<file path="src/rtl/llsc_atomic_unit_pkg.sv">
// llsc_atomic_unit_pkg
//   Shared definitions for the LL/SC atomic unit: FSM state encoding,
//   atomic op code and the default link granule size.
package llsc_atomic_unit_pkg;

    typedef enum logic [2:0] {
        ST_IDLE  = 3'd0,
        ST_MREQ  = 3'd1,
        ST_MWAIT = 3'd2,
        ST_RESP  = 3'd3,
        ST_DRAIN = 3'd4
    } state_t;

    typedef enum logic {
        OP_LL = 1'b0,
        OP_SC = 1'b1
    } op_t;

    // 16-byte link granule: low 4 address bits ignored in link compares.
    localparam int LINK_GRAN_DEF = 4;

endpackage

</file>
<file path="src/rtl/llsc_link_tracker.sv">
// llsc_link_tracker
//   Holds LLbit and the link granule address. Applies the set/clear priority
//   (clear beats set) and performs the snoop and SC link compares.
// Ports:
//   clk, rst         clock, asynchronous active-high reset
//   flush, ertn_clr  immediate link clears
//   snoop_valid      snooped store present; snoop_gran is its granule
//   sc_clr           SC accepted this cycle (always clears LLbit)
//   set_en/set_gran  LL response: set LLbit and record granule
//   chk_gran         granule of the incoming request, compared to the link
//   llbit            current LLbit
//   chk_hit          pre-snoop link match for chk_gran
//   clr_now          a clear source is active this cycle
module llsc_link_tracker #(
    parameter int GW = 28
) (
    input  logic          clk,
    input  logic          rst,
    input  logic          flush,
    input  logic          ertn_clr,
    input  logic          snoop_valid,
    input  logic [GW-1:0] snoop_gran,
    input  logic          sc_clr,
    input  logic          set_en,
    input  logic [GW-1:0] set_gran,
    input  logic [GW-1:0] chk_gran,
    output logic          llbit,
    output logic          chk_hit,
    output logic          clr_now
);

    logic [GW-1:0] link_addr;
    logic          snoop_hit;

    assign snoop_hit = snoop_valid && llbit && (snoop_gran == link_addr);
    assign clr_now   = flush || ertn_clr || snoop_hit;
    assign chk_hit   = llbit && (chk_gran == link_addr);

    always_ff @(posedge clk or posedge rst) begin
        if (rst) begin
            llbit     <= 1'b0;
            link_addr <= '0;
        end else if (clr_now || sc_clr) begin
            llbit     <= 1'b0;
        end else if (set_en) begin
            llbit     <= 1'b1;
            link_addr <= set_gran;
        end
    end

endmodule

</file>
<file path="src/rtl/llsc_atomic_unit.sv">
// llsc_atomic_unit
//   Execution side of the LL/SC link: accepts LL/SC requests, issues the
//   cache access, owns LLbit via llsc_link_tracker and returns LL data or
//   the SC success flag to writeback.
// Ports:
//   clk, rst                     clock, asynchronous active-high reset
//   flush, ertn_clr              pipeline flush, ERTN link clear
//   req_*                        atomic request handshake from MEM stage
//   snoop_valid, snoop_addr      foreign / non-SC store observed
//   mem_req_*, mem_resp_*        data-cache port
//   resp_valid, resp_data        one-cycle result to writeback
//   llbit_o                      current LLbit
module llsc_atomic_unit
    import llsc_atomic_unit_pkg::*;
#(
    parameter int ADDR_W    = 32,
    parameter int DATA_W    = 32,
    parameter int LINK_GRAN = LINK_GRAN_DEF
) (
    input  logic              clk,
    input  logic              rst,
    input  logic              flush,
    input  logic              ertn_clr,
    input  logic              req_valid,
    output logic              req_ready,
    input  logic              req_is_sc,
    input  logic [ADDR_W-1:0] req_addr,
    input  logic [DATA_W-1:0] req_wdata,
    input  logic              snoop_valid,
    input  logic [ADDR_W-1:0] snoop_addr,
    output logic              mem_req_valid,
    input  logic              mem_req_ready,
    output logic              mem_req_we,
    output logic [ADDR_W-1:0] mem_req_addr,
    output logic [DATA_W-1:0] mem_req_wdata,
    input  logic              mem_resp_valid,
    input  logic [DATA_W-1:0] mem_resp_rdata,
    output logic              resp_valid,
    output logic [DATA_W-1:0] resp_data,
    output logic              llbit_o
);

    localparam int GW = ADDR_W - LINK_GRAN;

    state_t            state;
    op_t               op_r;
    logic [ADDR_W-1:0] addr_r;
    logic [DATA_W-1:0] wdata_r;

    logic accept;
    logic sc_ok;
    logic set_en;
    logic chk_hit;
    logic clr_now;
    logic unused_snoop_low;

    assign unused_snoop_low = ^snoop_addr[LINK_GRAN-1:0];

    // A flush in the acceptance cycle squashes the incoming request.
    assign accept = req_valid && (state == ST_IDLE) && !flush;
    // Link match is taken before the same-cycle clear, but any clear
    // active at acceptance still makes the SC fail.
    assign sc_ok  = chk_hit && !clr_now;
    assign set_en = (state == ST_MWAIT) && mem_resp_valid && (op_r == OP_LL) && !flush;

    llsc_link_tracker #(
        .GW (GW)
    ) u_link (
        .clk         (clk),
        .rst         (rst),
        .flush       (flush),
        .ertn_clr    (ertn_clr),
        .snoop_valid (snoop_valid),
        .snoop_gran  (snoop_addr[ADDR_W-1:LINK_GRAN]),
        .sc_clr      (accept && req_is_sc),
        .set_en      (set_en),
        .set_gran    (addr_r[ADDR_W-1:LINK_GRAN]),
        .chk_gran    (req_addr[ADDR_W-1:LINK_GRAN]),
        .llbit       (llbit_o),
        .chk_hit     (chk_hit),
        .clr_now     (clr_now)
    );

    always_ff @(posedge clk or posedge rst) begin
        if (rst) begin
            state     <= ST_IDLE;
            op_r      <= OP_LL;
            addr_r    <= '0;
            wdata_r   <= '0;
            resp_data <= '0;
        end else begin
            case (state)
                ST_IDLE: begin
                    if (accept) begin
                        op_r    <= req_is_sc ? OP_SC : OP_LL;
                        addr_r  <= req_addr;
                        wdata_r <= req_wdata;
                        if (!req_is_sc || sc_ok) begin
                            state <= ST_MREQ;
                        end else begin
                            resp_data <= '0;
                            state     <= ST_RESP;
                        end
                    end
                end
                ST_MREQ: begin
                    // Once the cache has taken the request its response
                    // must still be absorbed, so a coincident flush drains.
                    if (mem_req_ready) begin
                        state <= flush ? ST_DRAIN : ST_MWAIT;
                    end else if (flush) begin
                        state <= ST_IDLE;
                    end
                end
                ST_MWAIT: begin
                    if (mem_resp_valid) begin
                        if (flush) begin
                            state <= ST_IDLE;
                        end else begin
                            resp_data <= (op_r == OP_SC) ? {{(DATA_W-1){1'b0}}, 1'b1}
                                                         : mem_resp_rdata;
                            state     <= ST_RESP;
                        end
                    end else if (flush) begin
                        state <= ST_DRAIN;
                    end
                end
                ST_RESP: begin
                    state <= ST_IDLE;
                end
                ST_DRAIN: begin
                    if (mem_resp_valid) begin
                        state <= ST_IDLE;
                    end
                end
                default: begin
                    state <= ST_IDLE;
                end
            endcase
        end
    end

    assign req_ready     = (state == ST_IDLE);
    assign mem_req_valid = (state == ST_MREQ);
    assign mem_req_we    = (op_r == OP_SC);
    assign mem_req_addr  = addr_r;
    assign mem_req_wdata = wdata_r;
    assign resp_valid    = (state == ST_RESP) && !flush;

endmodule
</file>
<file path="config.mk">
export PLATFORM = sky130hd
export DESIGN_NAME = llsc_atomic_unit
export DESIGN_NICKNAME = d
export VERILOG_FILES = /design/src/rtl/llsc_atomic_unit_pkg.sv /design/src/rtl/llsc_link_tracker.sv /design/src/rtl/llsc_atomic_unit.sv
export SDC_FILE = /design/constraint.sdc
export NUM_CORES = 1
export LEC_CHECK = 0
export ABC_AREA = 1
export BUFFER_PORTS_ARGS = -buffer_cell sky130_fd_sc_hd__buf_2
export CORE_MARGIN = 2
export CORE_UTILIZATION = 37
export DETAILED_ROUTE_END_ITERATION = 12
export GPL_ROUTABILITY_DRIVEN = 0
export HOLD_SLACK_MARGIN = 0.08
export PLACE_DENSITY_LB_ADDON = 0.12
export SLEW_MARGIN = 40
export SYNTH_ARGS = -nofsm -noshare
export SYNTH_HDL_FRONTEND = slang
export SYNTH_SLANG_ARGS = --single-unit
</file>
<file path="constraint.sdc">
create_clock -name clk -period 5.5 [get_ports clk]
set_input_delay 0.825 -clock clk [delete_from_list [all_inputs] [get_ports clk]]
set_output_delay 0.825 -clock clk [all_outputs]
set_load 0.01 [all_outputs]
</file>
After elaboration in Yosys (flattened, before gate mapping)
Index checks and enable logic that the tools add are counted.

word-level totals
  register bits after elaboration = 129
  bits of input ports = 137
  output and inout port bits = 101
  word-level logic and storage cells = 66

operators by class
  equal/unequal tests = 13
  mux-type cells = 19
  bitwise gates (word level) = 2
  reductions and logical operators = 25

operators by type and width
  cell                  count
  $mux W32              5
  $pmux W32 S2          1
  $eq A28 B28 Y1        2
  $mux W3               7
  $pmux W3 S4           1
  $logic_and A1 B1 Y1   11
  $ne A2 B2 Y1 const B  4
  $eq A3 B2 Y1 const B  2
  $reduce_and A5 Y1     1
  $logic_or A1 B1 Y1    4
  $mux W2               2
  $reduce_and A2 Y1     2
  $reduce_and A4 Y1     1
  $reduce_bool A2 Y1    2
  $eq A3 B1 Y1 const B  1
  $eq A3 B3 Y1 const B  1
  $logic_not A1 Y1      3
  $logic_not A3 Y1      1
  $mux W1               3
  $ne A3 B2 Y1 const B  1
  $ne A3 B3 Y1 const B  1
  $ne A2 B1 Y1 const B  1
  $not A1 Y1            2

Longest topological paths before layout
Gate-level depths: netlist of the first run.

  depth in word-level cells = 9
  mapped depth = 16
  gate-level depth less buffers = 15

Hierarchy
Synthesis of the first run repeated with hierarchy kept, for this count alone.

unflattened totals
  cell total of the unflattened synthesis = 912
  area total of the unflattened synthesis = 6802.8 um^2

by module, submodules not included
  module             times used  cells each  area an instance (um^2)  sequential area each (um^2)
  llsc_atomic_unit   1           534         4529.3                   2502.4
  llsc_link_tracker  1           378         2273.4                   725.7

Least setup slack after synthesis of the first run
Ideal clock, no wire load.

  path kind = in2reg
  start point = input snoop_valid
  end point = register resp_data[5]
  library setup time = 0.117 ns
  data arrival time = 1.869 ns
  data required time = 5.383 ns
  slack = 3.514 ns
  stages = 13
  buffers on the path = 1
  cell sequence = nand2_1 > o21bai_1 > nor2_1 > nand3_1 > nor2_1 > nand2_1 > nand3_2 > nand2_2 > nand2_4 > nand2_4 > buf_6 > nand2_1 > nand2_1

on the way
  longest elaborated chain between the ends = 8

RTL lines
  item                                RTL line                 RTL
  start, declared                     llsc_atomic_unit.sv:29   input logic snoop_valid,
  $logic_and A1 B1 Y1 (2 in a row)    llsc_link_tracker.sv:35  assign snoop_hit = snoop_valid && llbit && (snoop_gran == link_addr);
  $logic_or A1 B1 Y1                  llsc_link_tracker.sv:36  assign clr_now = flush || ertn_clr || snoop_hit;
  $logic_not A1 Y1                    llsc_atomic_unit.sv:63   assign sc_ok = chk_hit && !clr_now;
  $logic_and A1 B1 Y1                 llsc_atomic_unit.sv:63
  $logic_or A1 B1 Y1                  llsc_atomic_unit.sv:98   if (!req_is_sc || sc_ok) begin
  $ne A2 B2 Y1 (no source line)       n/a
  $reduce_and A5 Y1 (no source line)  n/a
  end signal, assigned                llsc_atomic_unit.sv:120  resp_data <= (op_r == OP_SC) ? {{(DATA_W-1){1'b0}}, 1'b1}
  end, declared                       llsc_atomic_unit.sv:39   output logic [DATA_W-1:0] resp_data,

Every way passes these cells.
A chain may end at the register's enable or synchronous reset.

Final worst setup path of the first run
  start point = register state[0]
  end point = register u_link.link_addr[11]

on the way
  longest elaborated chain between the ends = 7
  elaborated cells between the ends (all ways) = 11
  those cells by class = 1 x eq/ne; 1 x bitwise; 9 x reduce/logical

RTL lines
  item                                    RTL line                 RTL
  start, declared                         llsc_atomic_unit.sv:45   state_t state;
  start signal, assigned                  llsc_atomic_unit.sv:110  state <= flush ? ST_DRAIN : ST_MWAIT;
  $logic_not A3 Y1                        llsc_atomic_unit.sv:60   assign accept = req_valid && (state == ST_IDLE) && !flush;
  $logic_and A1 B1 Y1 (2 in a row)        llsc_atomic_unit.sv:60
  $logic_and A1 B1 Y1                     llsc_atomic_unit.sv:75   .sc_clr (accept && req_is_sc),
  $logic_or A1 B1 Y1                      llsc_link_tracker.sv:43  end else if (clr_now || sc_clr) begin
  $not A1 Y1 (no source line)             n/a
  $reduce_and A2 Y1 (no source line) (*)  n/a
  end signal, assigned                    llsc_link_tracker.sv:47  link_addr <= set_gran;
  end, declared                           llsc_link_tracker.sv:32  logic [GW-1:0] link_addr;

Mark *: on every way between the ends. The rest lies on a longest branch, timed or not.

==> results of run 1 <==
## layout by cell type (no fill, tap or decap), drive strengths merged, types with 4 or more instances in the layout
cell type / synthesis / final
buf: 16 / 238
o21ai: 40 / 40
clkinv: 0 / 6
nand3: 44 / 44
nand2: 379 / 379
inv: 79 / 80
nor2: 92 / 92
clkinvlp: 0 / 4
xnor2: 7 / 7
dfrtp: 129 / 129
a21oi: 25 / 25
xor2: 4 / 4
clkbuf: 18 / 20
## sequential cells by signal, summed over array words and instances, names as in the netlist
register	count
resp_data	32
mem_req_addr	32
u_link.link_addr	28
u_link.llbit	1
state	3
mem_req_we	1
mem_req_wdata	32
## metal layers
metal,up-vias,part of all wire [%],GRT usage [%]
li1,3029,-,-
met1,2722,47,28.46
met2,174,44,31.47
met3,18,7.1,5.593
met4,0,1.5,7.193
met5,-,0,0
## kinds of logic after synthesis
group                     Yosys count  share of synthesized area (%)
DFF                               129                          50.96
and+or+nand+nor                   519                          32.51
xor gates and xnor gates           11                          1.521
AOI/OAI and AO/OA                  72                          7.407
buffers and inverters             113                          7.604
## how the worst max path moves through the flow
stage	from	endpoint	cells after the start
after CTS	state[0]$_DFFE_PP0P_	u_link.link_addr[0]$_DFFE_PP0P_	9
after global routing	state[0]$_DFFE_PP0P_	u_link.link_addr[9]$_DFFE_PP0P_	9
after global placement	state[2]$_DFFE_PP0P_	u_link.link_addr[11]$_DFFE_PP0P_	9
after detailed placement	state[2]$_DFFE_PP0P_	u_link.link_addr[0]$_DFFE_PP0P_	9
final	state[0]$_DFFE_PP0P_	u_link.link_addr[11]$_DFFE_PP0P_	9
after floorplan	rst	mem_req_addr[0]$_DFFE_PP0P_	1
## area by class of cell
cell class	count	area [um2]	area share, %
diodes	1	2.502	0.03043
well taps	220	275.3	3.347
multi-input cells	602	2640	32.10
inverters	79	304.0	3.697
repair buffers	238	1207	14.68
flip-flops and latches	129	3228	39.25
clock buffers	20	456.7	5.553
clock inverters	12	110.1	1.339
## worst max-delay path: cells and delay by family, from the launching register on
| family | cells | cell delay, ns |
|---|---|---|
| simple gates | 5 | 1.70 |
| buf+inv | 3 | 0.62 |
| flops | 1 | 0.40 |
| compound gates | 1 | 0.04 |
## stage by stage
| step | setup slack [ns] | util (%) | area [um2] |
|---|---|---|---|
| global route | 2.366 | 49.40 | 8222 |
| global placement | 2.282 | 45.91 | 7641 |
| floorplan | 1.234 | - | 6335 |
| CTS | 2.255 | 49.36 | 8214 |
| detailed placement | 2.278 | 45.95 | 7647 |
| finish | 2.609 | 49.42 | 8224 |
## power by group through the flow
stage,registers (uW),logic [uW],clock network (uW)
after floorplan,1770,906,0
after global placement,1650,1660,0
after detailed placement,1650,1680,0
after CTS,1650,1670,1110
after global routing,1700,1880,1160
final,1640,1640,1100
==> qor.tcl, run 1 <==
set qor(outcome) {finished, final reports clean}
set qor(number_of_enable_flip_flop_cells_after_synthesis) 0
set qor(final_cell_count_no_fill) 1301
set qor(whs_ns) 0.4659
set qor(netSwitchingFraction_pct) 40.11
set qor(layout_overhead_on_the_synthesized_area_pct) 29.82
set qor(critPathSlowestCell) {sky130_fd_sc_hd__nand3_2}
set qor(route.detailed.drc) 0
set qor(clkLatencyLatePin_ns) 0.43
set qor(final_min_period_over_clock_period_pct) 52.57
set qor(pin_count) 238
set qor(worstHoldEndpoint) {resp_data[25]$_DFFE_PP0P_}
set qor(cts_buffers) 17
set qor(cts_num_sinks) 129
set qor(placeableCoreArea_mm2) 0.01664
set qor(critical-path-max-stage-delay_ns) 0.57
set qor(post_cts_buffers) 0
set qor(netlist_top_cells_area) {sky130_fd_sc_hd__dfrtp_1 51%, sky130_fd_sc_hd__nand2_1 22%, sky130_fd_sc_hd__nor2_1 5.3%}
set qor(worstPathMaxFanout) 35
set qor(start_util_pct) 38.06
set qor(worst_clock_skew_ns) 0.01480
set qor(hp-class) {reg2reg}
set qor(die_area_mm2) 0.01818
set qor(ys_async_sr_fraction_pct) 100.0
set qor(place.detailed.instances) 1268
set qor(cts-htree-levels) 4
set qor(fillers) 1697
set qor(fmax_mhz) 345.9
set qor(report.final.slew_viol_count) 0
set qor(regToRegStartpoint) {state[0]$_DFFE_PP0P_}
set qor(globalRouteTotalUtil_pct) 20.66
set qor(post-layout-total-power_uw) 4384
set qor(cts_root_buffer) {sky130_fd_sc_hd__clkbuf_16}
set qor(finalWorstPathRequiredPeriod_ns) 2.891
set qor(num_vias) 5943
set qor(crit_chain) {inv_1 > nand3_2 > nor3_2 > inv_1 > nor2_1 > nand3_4 > buf_4 > nor2_1 > a21oi_2}
set qor(cellLeakagePower_uw) 0.004826
set qor(number_of_register_bits_inferred_by_synthesis) 129
set qor(floorplan.rows) 47
set qor(hold_buffers) 0
set qor(netlist-cell-type-count) 29
set qor(detailedRoute.firstPassIterationCount) 4
set qor(postcts_resize_cnt) 0
set qor(max_slew_margin_vs_limit_pct) 50.61
set qor(postSynthCellCount) 844
set qor(grt_pass1_vias) 5576
set qor(finalHoldViolCount) 0
set qor(max-cap-violations) 0
set qor(timing.final.setup_violations) 0
set qor(cts_tree) {built}
set qor(yosysSeqAreaShare_pct) 50.96
set qor(route.detailed.wl_per_inst_um) 14.04
set qor(timing.critical_path.from_type) {register}
set qor(rsz0062_at_grt) {false}
set qor(pin_count_of_the_biggest_net_entering_global_routing) 100
set qor(endpoint_kind) {register}
set qor(r2r_setup_slk_ns) 2.61
set qor(setup_total_negative_slack_ns) 0
set qor(synth_largest_type_area_fraction_pct) 50.96
set qor(reg2reg_depth) 9
set qor(post_route_cells_drive_above_1_share_pct) 29.17
set qor(ant_nets) 0
set qor(clock_power_share_pct) 25.0
set qor(clock_transition_at_the_register_clock_pins_on_the_worst_setup_and_hold_paths_after_cts_ns) 0.06
set qor(synth_fp_nets) 981
set qor(worstHoldStart) {resp_data[25]$_DFFE_PP0P_}
set qor(grt_first_pass_wirelength_um) 28850
set qor(pwr_density_cell_mw_per_mm2) 533.1
set qor(initialDrtViolationCount) 309
set qor(global_route.overflow_total) 0
set qor(worst-endpoint-required_ns) 5.80
set qor(p_switching_uw) 1759
set qor(io_buffers) 233
set qor(nNetsFinal) 1204
set qor(p_seq_share_pct) 37.5
set qor(chipHeight_um) 134.8
set qor(die_w_um) 134.8
set qor(critPathArrivalTime_ns) 3.19
set qor(dominant_register_cell_in_the_synthesized_netlist) {sky130_fd_sc_hd__dfrtp_1}
set qor(syn_area_per_cell_um2) 7.506
set qor(yosys.area.top_type) {sky130_fd_sc_hd__dfrtp_1}
set qor(regToRegEndpoint) {u_link.link_addr[11]$_DFFE_PP0P_}
set qor(clock_path_buffers) 2
set qor(synth_most_common_cell) {sky130_fd_sc_hd__nand2_1}
set qor(cell_internal_pwr_uw) 2626
set qor(power.combinational.fraction_pct) 37.5
set qor(worst_slew_pin_slew_ns) 0.7400
set qor(dp_hpwl_um) 12730
set qor(timing.setup.critical_path_class) {reg2reg}
set qor(synthTopCellsByCount) {376 x sky130_fd_sc_hd__nand2_1, 129 x sky130_fd_sc_hd__dfrtp_1, 90 x sky130_fd_sc_hd__nor2_1}
set qor(synthesis.yosys.warnings) 0
set qor(routed_via_density) 4.568
set qor(routed_wirelength_um) 18260
set qor(number_of_antenna_violations_at_the_first_check_in_global_routing) 1
set qor(netlist_area_mm2) 0.006335
set qor(ir_worst_vdd_v) 0.0002427
set qor(timing.hold.worst_path_depth) 2
Note: power is estimated with default switching activity, not from simulation.
==> run 2: changes to the inputs <==
==> constraint.sdc (replaced) <==
create_clock -name clk -period 2.96 [get_ports clk]
set_input_delay 0.444 -clock clk [delete_from_list [all_inputs] [get_ports clk]]
set_output_delay 0.444 -clock clk [all_outputs]
set_load 0.01 [all_outputs]
==> run 2 against run 1 <==
Compared with the run above: total power increased by 90%; sequential cell count stayed put; register-to-register slack lost 2.0 ns; worst hold slack worse by 0.25 ns; largest power group is now combinational cells.
==> qor.tcl, run 2 (synthesis gave the netlist of run 1 again) <==
set qor(outcome) {finished, final reports clean}
set qor(pin_count_of_the_biggest_net_entering_global_routing) 89
set qor(dp_hpwl_um) 12970
set qor(timing.final.setup_violations) 0
set qor(ir_worst_vdd_v) 0.0004189
set qor(placeableCoreArea_mm2) 0.01664
set qor(globalRouteTotalUtil_pct) 20.08
set qor(layout.core_utilization_pct) 50.30
set qor(die_w_um) 134.8
set qor(worst-endpoint-required_ns) 3.27
set qor(max_slew_margin_vs_limit_pct) 56.87
set qor(hp-class) {in2reg}
set qor(final_min_period_over_clock_period_pct) 79.10
set qor(routed-wl-met3_um) 1381
set qor(cp_common_cell) {sky130_fd_sc_hd__nand2_1}
set qor(worstHoldStart) {req_wdata[27]}
set qor(clock_path_buffers) 2
set qor(critical-path-max-stage-delay_ns) 0.45
set qor(r2r_setup_slk_ns) 0.62
set qor(routedLengthMet1_um) 8276
set qor(nNetsFinal) 1210
set qor(regToRegEndpoint) {resp_data[25]$_DFFE_PP0P_}
set qor(chipHeight_um) 134.8
set qor(final_cell_count_no_fill) 1306
set qor(routed_wirelength_um) 18120
set qor(route.detailed.drc) 0
set qor(diodes) 0
set qor(finalHoldViolCount) 0
set qor(cts_tree) {built}
set qor(timing.setup.critical_path_class) {reg2reg}
set qor(critPathSlowestCell) {sky130_fd_sc_hd__dfrtp_1}
set qor(critPathArrivalTime_ns) 2.65
set qor(place.detailed.instances) 1273
set qor(routed_via_density) 4.560
set qor(fmax_mhz) 427.1
set qor(floorplan.rows) 47
set qor(die_area_mm2) 0.01818
set qor(worstPathMaxFanout) 33
set qor(post-layout-total-power_uw) 8318
set qor(number_of_antenna_violations_at_the_first_check_in_global_routing) 0
set qor(io_buffers) 233
set qor(rsz0062_at_grt) {false}
set qor(setup_total_negative_slack_ns) 0
set qor(start_util_pct) 38.06
set qor(cts-htree-levels) 4
set qor(grt_pass1_vias) 5533
set qor(cts_num_sinks) 129
set qor(detailedRoute.firstPassIterationCount) 7
set qor(pin_count) 238
set qor(mostFrequentLayoutCell) {sky130_fd_sc_hd__nand2_1}
set qor(layout_overhead_on_the_synthesized_area_pct) 32.14
set qor(pwr_density_cell_mw_per_mm2) 993.7
set qor(endpoint_kind) {register}
set qor(cts_root_buffer) {sky130_fd_sc_hd__clkbuf_16}
set qor(route.top_layer_used) {met4}
set qor(post_route_cells_drive_above_1_share_pct) 29.56
set qor(worst_slew_pin_slew_ns) 0.6470
set qor(cellLeakagePower_uw) 0.004898
set qor(cts_buffers) 17
set qor(worst_clock_skew_ns) 0.006109
set qor(report.final.slew_viol_count) 0
set qor(initialDrtViolationCount) 258
set qor(reg2reg_depth) 12
set qor(num_vias) 5955
set qor(regToRegStartpoint) {u_link.llbit$_DFFE_PP0P_}
set qor(crit_chain) {nand2_1 > o21bai_1 > nor2_1 > nand3_1 > nor2_1 > nand2_1 > nand3_2 > nand2_2 > nand2_4 > nand2_4 > nand2_1 > nand2_1}
set qor(mostFrequentLayoutCells) {376 x sky130_fd_sc_hd__nand2_1, 233 x sky130_fd_sc_hd__buf_2, 129 x sky130_fd_sc_hd__dfrtp_1}
set qor(clock_transition_at_the_register_clock_pins_on_the_worst_setup_and_hold_paths_after_cts_ns) 0.06
set qor(max-cap-violations) 0
set qor(clkLatencyLatePin_ns) 0.42
set qor(worstHoldEndpoint) {mem_req_wdata[27]$_DFFE_PP0P_}
set qor(ant_nets) 0
set qor(timing.hold.worst_path_depth) 3
set qor(timing.critical_path.from_type) {register}
set qor(grt_first_pass_wirelength_um) 28390
set qor(crit_path_start) {u_link.llbit$_DFFE_PP0P_}
set qor(global_route.overflow_total) 0
set qor(met2_wirelength_um) 8030
set qor(route.detailed.wl_per_inst_um) 13.87
set qor(finalWorstPathRequiredPeriod_ns) 2.341
## run 2: how the worst max path moves through the flow
stage                                  endpoint  slack (ns)  cells after the start
CTS                    resp_data[4]$_DFFE_PP0P_        0.64                     12
global placement      resp_data[15]$_DFFE_PP0P_        0.59                     13
floorplan           mem_req_addr[0]$_DFFE_PP0P_        0.92                      1
finish                resp_data[25]$_DFFE_PP0P_        0.62                     12
detailed placement    resp_data[22]$_DFFE_PP0P_        0.58                     12
global route           resp_data[9]$_DFFE_PP0P_        0.39                     12
## run 2: metal layers
metal,up-vias,track usage [%]
li1,3032,-
met1,2678,27.54
met2,212,29.98
met3,33,5.893
met4,0,7.778
met5,-,0
## run 2: area by class of cell
cell class | instances | area (um2)
fillers | 1712 | 8272
flip-flops and latches | 129 | 3228
multi-input cells | 602 | 2633
repair buffers | 244 | 1325
clock buffers | 17 | 425.4
inverters | 79 | 300.3
well taps | 220 | 275.3
clock inverters | 15 | 183.9
## run 2: timing repair
action	in CTS	in global routing
hold buffers	1	0
gates resized for setup	0	0
hold endpoints to repair	14	0
buffers inserted	0	0
## run 2: report_power, final
part | internal, uW | leakage, uW | switching (uW)
combinational | 1160 | 0.00301 | 1920
sequential | 2540 | 0.00159 | 515
clock | 1330 | 0.000290 | 849
total | 5040 | 0.00490 | 3280
## run 2: critical path: cells and delay by family (launching register included)
kind | cells | cell delay, ns
simple gates | 11 | 1.57
compound gates | 1 | 0.17
flops | 1 | 0.45
## run 2: through the flow
step           area, um2  hold slack [ns]  setup WS (ns)
2_1_floorplan       6339           0.5057         0.9208
3_3_place_gp        7720           0.4491         0.5887
3_5_place_dp        7751           0.4536         0.5756
4_1_cts             8371           0.1955         0.6369
5_1_grt             8371           0.2065         0.3891
6_report            8371           0.2147         0.6187
==> run 3: changes to the inputs <==
--- a/config.mk
+++ b/config.mk
@@ -5,7 +5,7 @@
 export SDC_FILE = /design/constraint.sdc
 export NUM_CORES = 1
 export LEC_CHECK = 0
-export ABC_AREA = 1
+export ABC_AREA = 0
 export BUFFER_PORTS_ARGS = -buffer_cell sky130_fd_sc_hd__buf_2
 export CORE_MARGIN = 2
 export CORE_UTILIZATION = 37
==> constraint.sdc (replaced) <==
create_clock -name clk -period 2 [get_ports clk]
set_input_delay 0.3 -clock clk [delete_from_list [all_inputs] [get_ports clk]]
set_output_delay 0.3 -clock clk [all_outputs]
set_load 0.01 [all_outputs]
==> run 3 against run 2 <==
Compared with the run above: the flow now finishes with violations (negative setup slack); first-iteration DRC count down 21%; fmax rose by 5.5%; combinational power rose by 20%; utilization rose by 6.6 points; final area up 3.2%; critical path type unchanged.
==> qor.tcl, run 3 <==
set qor(post-route-worst-setup-slack_ns) -0.2199
set qor(max-cap-violations) 0
set qor(rsz0062_at_grt) {true}
set qor(global_route.overflow_total) 0
set qor(endpoint_kind) {register}
set qor(pin_count) 238
set qor(fmax_mhz) 450.5
set qor(io_buffers) 233
set qor(compound_gate_portion_of_the_synthesized_area_pct) 8.123
set qor(cell_internal_pwr_uw) 7464
set qor(cts-htree-levels) 4
set qor(power.combinational.fraction_pct) 33.5
set qor(postSynthCellCount) 529
set qor(outcome) {complete, but fails checks}
set qor(route.detailed.wl_per_inst_um) 16.01
set qor(netlist_area_mm2) 0.005761
set qor(violations) {negative setup slack}
set qor(fillers) 1315
set qor(netlist-cell-type-count) 34
set qor(mostFrequentLayoutCell) {sky130_fd_sc_hd__buf_2}
set qor(ant_nets) 0
set qor(worst_slew_pin_slew_ns) 0.7090
set qor(synth-xor-area-share_pct) 8.362
set qor(timing.setup.critical_path_class) {reg2reg}
set qor(yosysSeqAreaShare_pct) 56.04
set qor(timing.critical_path.from_type) {register}
set qor(cellLeakagePower_uw) 0.004436
set qor(final_cell_count_no_fill) 1038
set qor(worstPathMaxFanout) 7
set qor(netlist_top_cells_area) {sky130_fd_sc_hd__dfrtp_1 56%, sky130_fd_sc_hd__mux2_2 11%, sky130_fd_sc_hd__nand2_1 9.4%}
set qor(route.detailed.drc) 0
set qor(worst_clock_skew_ns) 0.006057
set qor(finalWorstPathRequiredPeriod_ns) 2.220
set qor(r2r_setup_slk_ns) -0.22
set qor(synthesis.yosys.warnings) 0
set qor(synth_most_common_cell) {sky130_fd_sc_hd__nand2_1}
set qor(post-layout-total-power_uw) 11010
set qor(post_route_cells_drive_above_1_share_pct) 45.11
set qor(detailedRoute.firstPassIterationCount) 6
set qor(reg2reg_depth) 7
set qor(p_seq_share_pct) 38.3
set qor(number_of_antenna_violations_at_the_first_check_in_global_routing) 1
set qor(critPathArrivalTime_ns) 2.51
set qor(synth_largest_type_area_fraction_pct) 56.04
set qor(final_min_period_over_clock_period_pct) 111.0
set qor(initialDrtViolationCount) 203
set qor(number_of_register_bits_inferred_by_synthesis) 129
set qor(cts_buffers) 17
set qor(synthTopCellsByCount) {144 x sky130_fd_sc_hd__nand2_1, 129 x sky130_fd_sc_hd__dfrtp_1, 55 x sky130_fd_sc_hd__mux2_2}
set qor(dp_hpwl_um) 11250
set qor(dominant_combinational_cell_family_by_area_after_synthesis) {simple AND/OR/NAND/NOR gates}
set qor(p_switching_uw) 3546
set qor(dominant_register_cell_in_the_synthesized_netlist) {sky130_fd_sc_hd__dfrtp_1}
set qor(floorplan.rows) 45
set qor(clock_transition_at_the_register_clock_pins_on_the_worst_setup_and_hold_paths_after_cts_ns) 0.05
set qor(num_vias) 5016
set qor(clkLatencyLatePin_ns) 0.41
set qor(hp-class) {in2async}
set qor(globalRouteTotalUtil_pct) 19.61
set qor(synth.area.mux_share_pct) 11.29
set qor(die_w_um) 128.8
set qor(timing.final.setup_violations) 61
set qor(synth-simple-area-share_pct) 13.62
set qor(cts_root_buffer) {sky130_fd_sc_hd__clkbuf_16}
set qor(whs_ns) 0.06465
set qor(die_area_mm2) 0.01658
set qor(netSwitchingFraction_pct) 32.21
set qor(number_of_enable_flip_flop_cells_after_synthesis) 0
set qor(max_slew_margin_vs_limit_pct) 52.73
set qor(pin_count_of_the_biggest_net_entering_global_routing) 130
set qor(cts_tree) {built}
set qor(placeableCoreArea_mm2) 0.01520
set qor(regToRegEndpoint) {u_link.link_addr[1]$_DFFE_PP0P_}
set qor(routed_wirelength_um) 16620
set qor(start_util_pct) 37.89
set qor(ir_worst_vdd_v) 0.0006007
set qor(chipHeight_um) 128.8
set qor(nNetsFinal) 973
set qor(synth_fp_nets) 666
set qor(regToRegStartpoint) {u_link.link_addr[9]$_DFFE_PP0P_}
set qor(clock_path_buffers) 2
set qor(layout_overhead_on_the_synthesized_area_pct) 50.02
set qor(worst-endpoint-required_ns) 2.29
set qor(grt_pass1_vias) 5075
set qor(ys_async_sr_fraction_pct) 100.0
set qor(clock_power_share_pct) 28.2
set qor(cts_num_sinks) 129
set qor(place.detailed.instances) 964
set qor(post_synth_fa_ha_maj_area_fraction_pct) 0
set qor(routed_via_density) 4.832
set qor(grt_first_pass_wirelength_um) 25420
set qor(syn_area_per_cell_um2) 10.89
set qor(finalHoldViolCount) 0
set qor(pwr_density_cell_mw_per_mm2) 1274
set qor(yosys.area.top_type) {sky130_fd_sc_hd__dfrtp_1}
set qor(mostFrequentLayoutCells) {233 x sky130_fd_sc_hd__buf_2, 144 x sky130_fd_sc_hd__nand2_1, 129 x sky130_fd_sc_hd__dfrtp_1}
set qor(report.final.slew_viol_count) 0
run 3: changes by cell type after synthesis, moves of 11 or more:
cell,change
sky130_fd_sc_hd__xnor2_1,+33
sky130_fd_sc_hd__nand3_1,-37
sky130_fd_sc_hd__a21oi_2,-24
sky130_fd_sc_hd__nand2_1,-232
sky130_fd_sc_hd__mux2_2,+55
sky130_fd_sc_hd__a22oi_1,+31
sky130_fd_sc_hd__inv_1,-68
sky130_fd_sc_hd__xor2_1,+11
sky130_fd_sc_hd__nor2_1,-83
run 3: worst max path at each step:
stage | slack, ns | to | from
final | -0.22 | u_link.link_addr[1]$_DFFE_PP0P_ | u_link.link_addr[9]$_DFFE_PP0P_
after CTS | -0.22 | u_link.link_addr[19]$_DFFE_PP0P_ | u_link.link_addr[24]$_DFFE_PP0P_
after global routing | -0.26 | state[1]$_DFFE_PP0P_ | u_link.link_addr[9]$_DFFE_PP0P_
after floorplan | -0.13 | u_link.link_addr[10]$_DFFE_PP0P_ | u_link.link_addr[13]$_DFFE_PP0P_
after global placement | -0.24 | u_link.link_addr[8]$_DFFE_PP0P_ | snoop_addr[13]
after detailed placement | -0.25 | u_link.link_addr[4]$_DFFE_PP0P_ | snoop_addr[17]
run 3: metal layers:
layer / part of all wire [%] / global-route usage (%) / wire length [um]
met4: 1.1 / 5.563 / 186
met2: 47 / 31.84 / 7885
met3: 7.3 / 6.029 / 1209
met5: 0 / 0 / 0
met1: 44 / 25.52 / 7336
run 3: final cells by class:
class	instances	area [um2]	share of cell area, %
diodes	1	2.502	0.02896
clock buffers	22	464.2	5.371
clock inverters	10	133.9	1.549
inverters	2	11.26	0.1303
multi-input cells	369	2539	29.38
flip-flops and latches	129	3228	37.35
well taps	188	235.2	2.722
repair buffers	317	2028	23.47
run 3: power groups by stage:
| stage | registers, uW | logic, uW | clock network, uW |
|---|---|---|---|
| 5_1_grt | 4340 | 4050 | 3320 |
| 6_report | 4220 | 3690 | 3110 |
| 4_1_cts | 4210 | 3640 | 3190 |
| 3_3_place_gp | 4180 | 3440 | 0 |
| 2_1_floorplan | 4540 | 1480 | 0 |
| 3_5_place_dp | 4220 | 3510 | 0 |
run 3: cells by family (layout without fill, tap and decap cells):
kind of cell | Yosys count | count (layout)
other | 0 | 1
and+or+nand+nor | 185 | 185
muxes | 58 | 58
buffers and inverters | 31 | 351
xor gates and xnor gates | 55 | 55
AOI/OAI and AO/OA | 71 | 71
DFF | 129 | 129
run 3: stage by stage:
stage / worst slack, ns / utilization, % / setup TNS, ns / area [um2]
floorplan: -0.1337 / - / -2.706 / 5764
global placement: -0.2396 / 48.97 / -13.05 / 7445
detailed placement: -0.2545 / 48.97 / -13.82 / 7445
CTS: -0.2211 / 55.51 / -12.09 / 8438
global route: -0.2564 / 56.85 / -14.01 / 8642
finish: -0.2199 / 56.85 / -10.87 / 8642
run 3: what timing repair did:
| action | CTS | global route |
|---|---|---|
| setup endpoints to repair | 61 | 61 |
| cloned | 0 | 5 |
| pin swaps | 1 | 7 |
| hold endpoints to repair | 32 | 0 |
| gates resized for setup | 34 | 22 |
| buffers inserted | 0 | 4 |
| hold buffers | 32 | 0 |
run 3: critical path, stage by stage (launching register included):
cell and delay (ns):
sky130_fd_sc_hd__dfrtp_1 0.40, sky130_fd_sc_hd__xnor2_2 0.18, sky130_fd_sc_hd__nand4_1 0.12, sky130_fd_sc_hd__or4_4 0.57, sky130_fd_sc_hd__o211ai_4 0.20, sky130_fd_sc_hd__buf_12 0.16
sky130_fd_sc_hd__clkbuf_16 0.15, sky130_fd_sc_hd__mux2_2 0.33
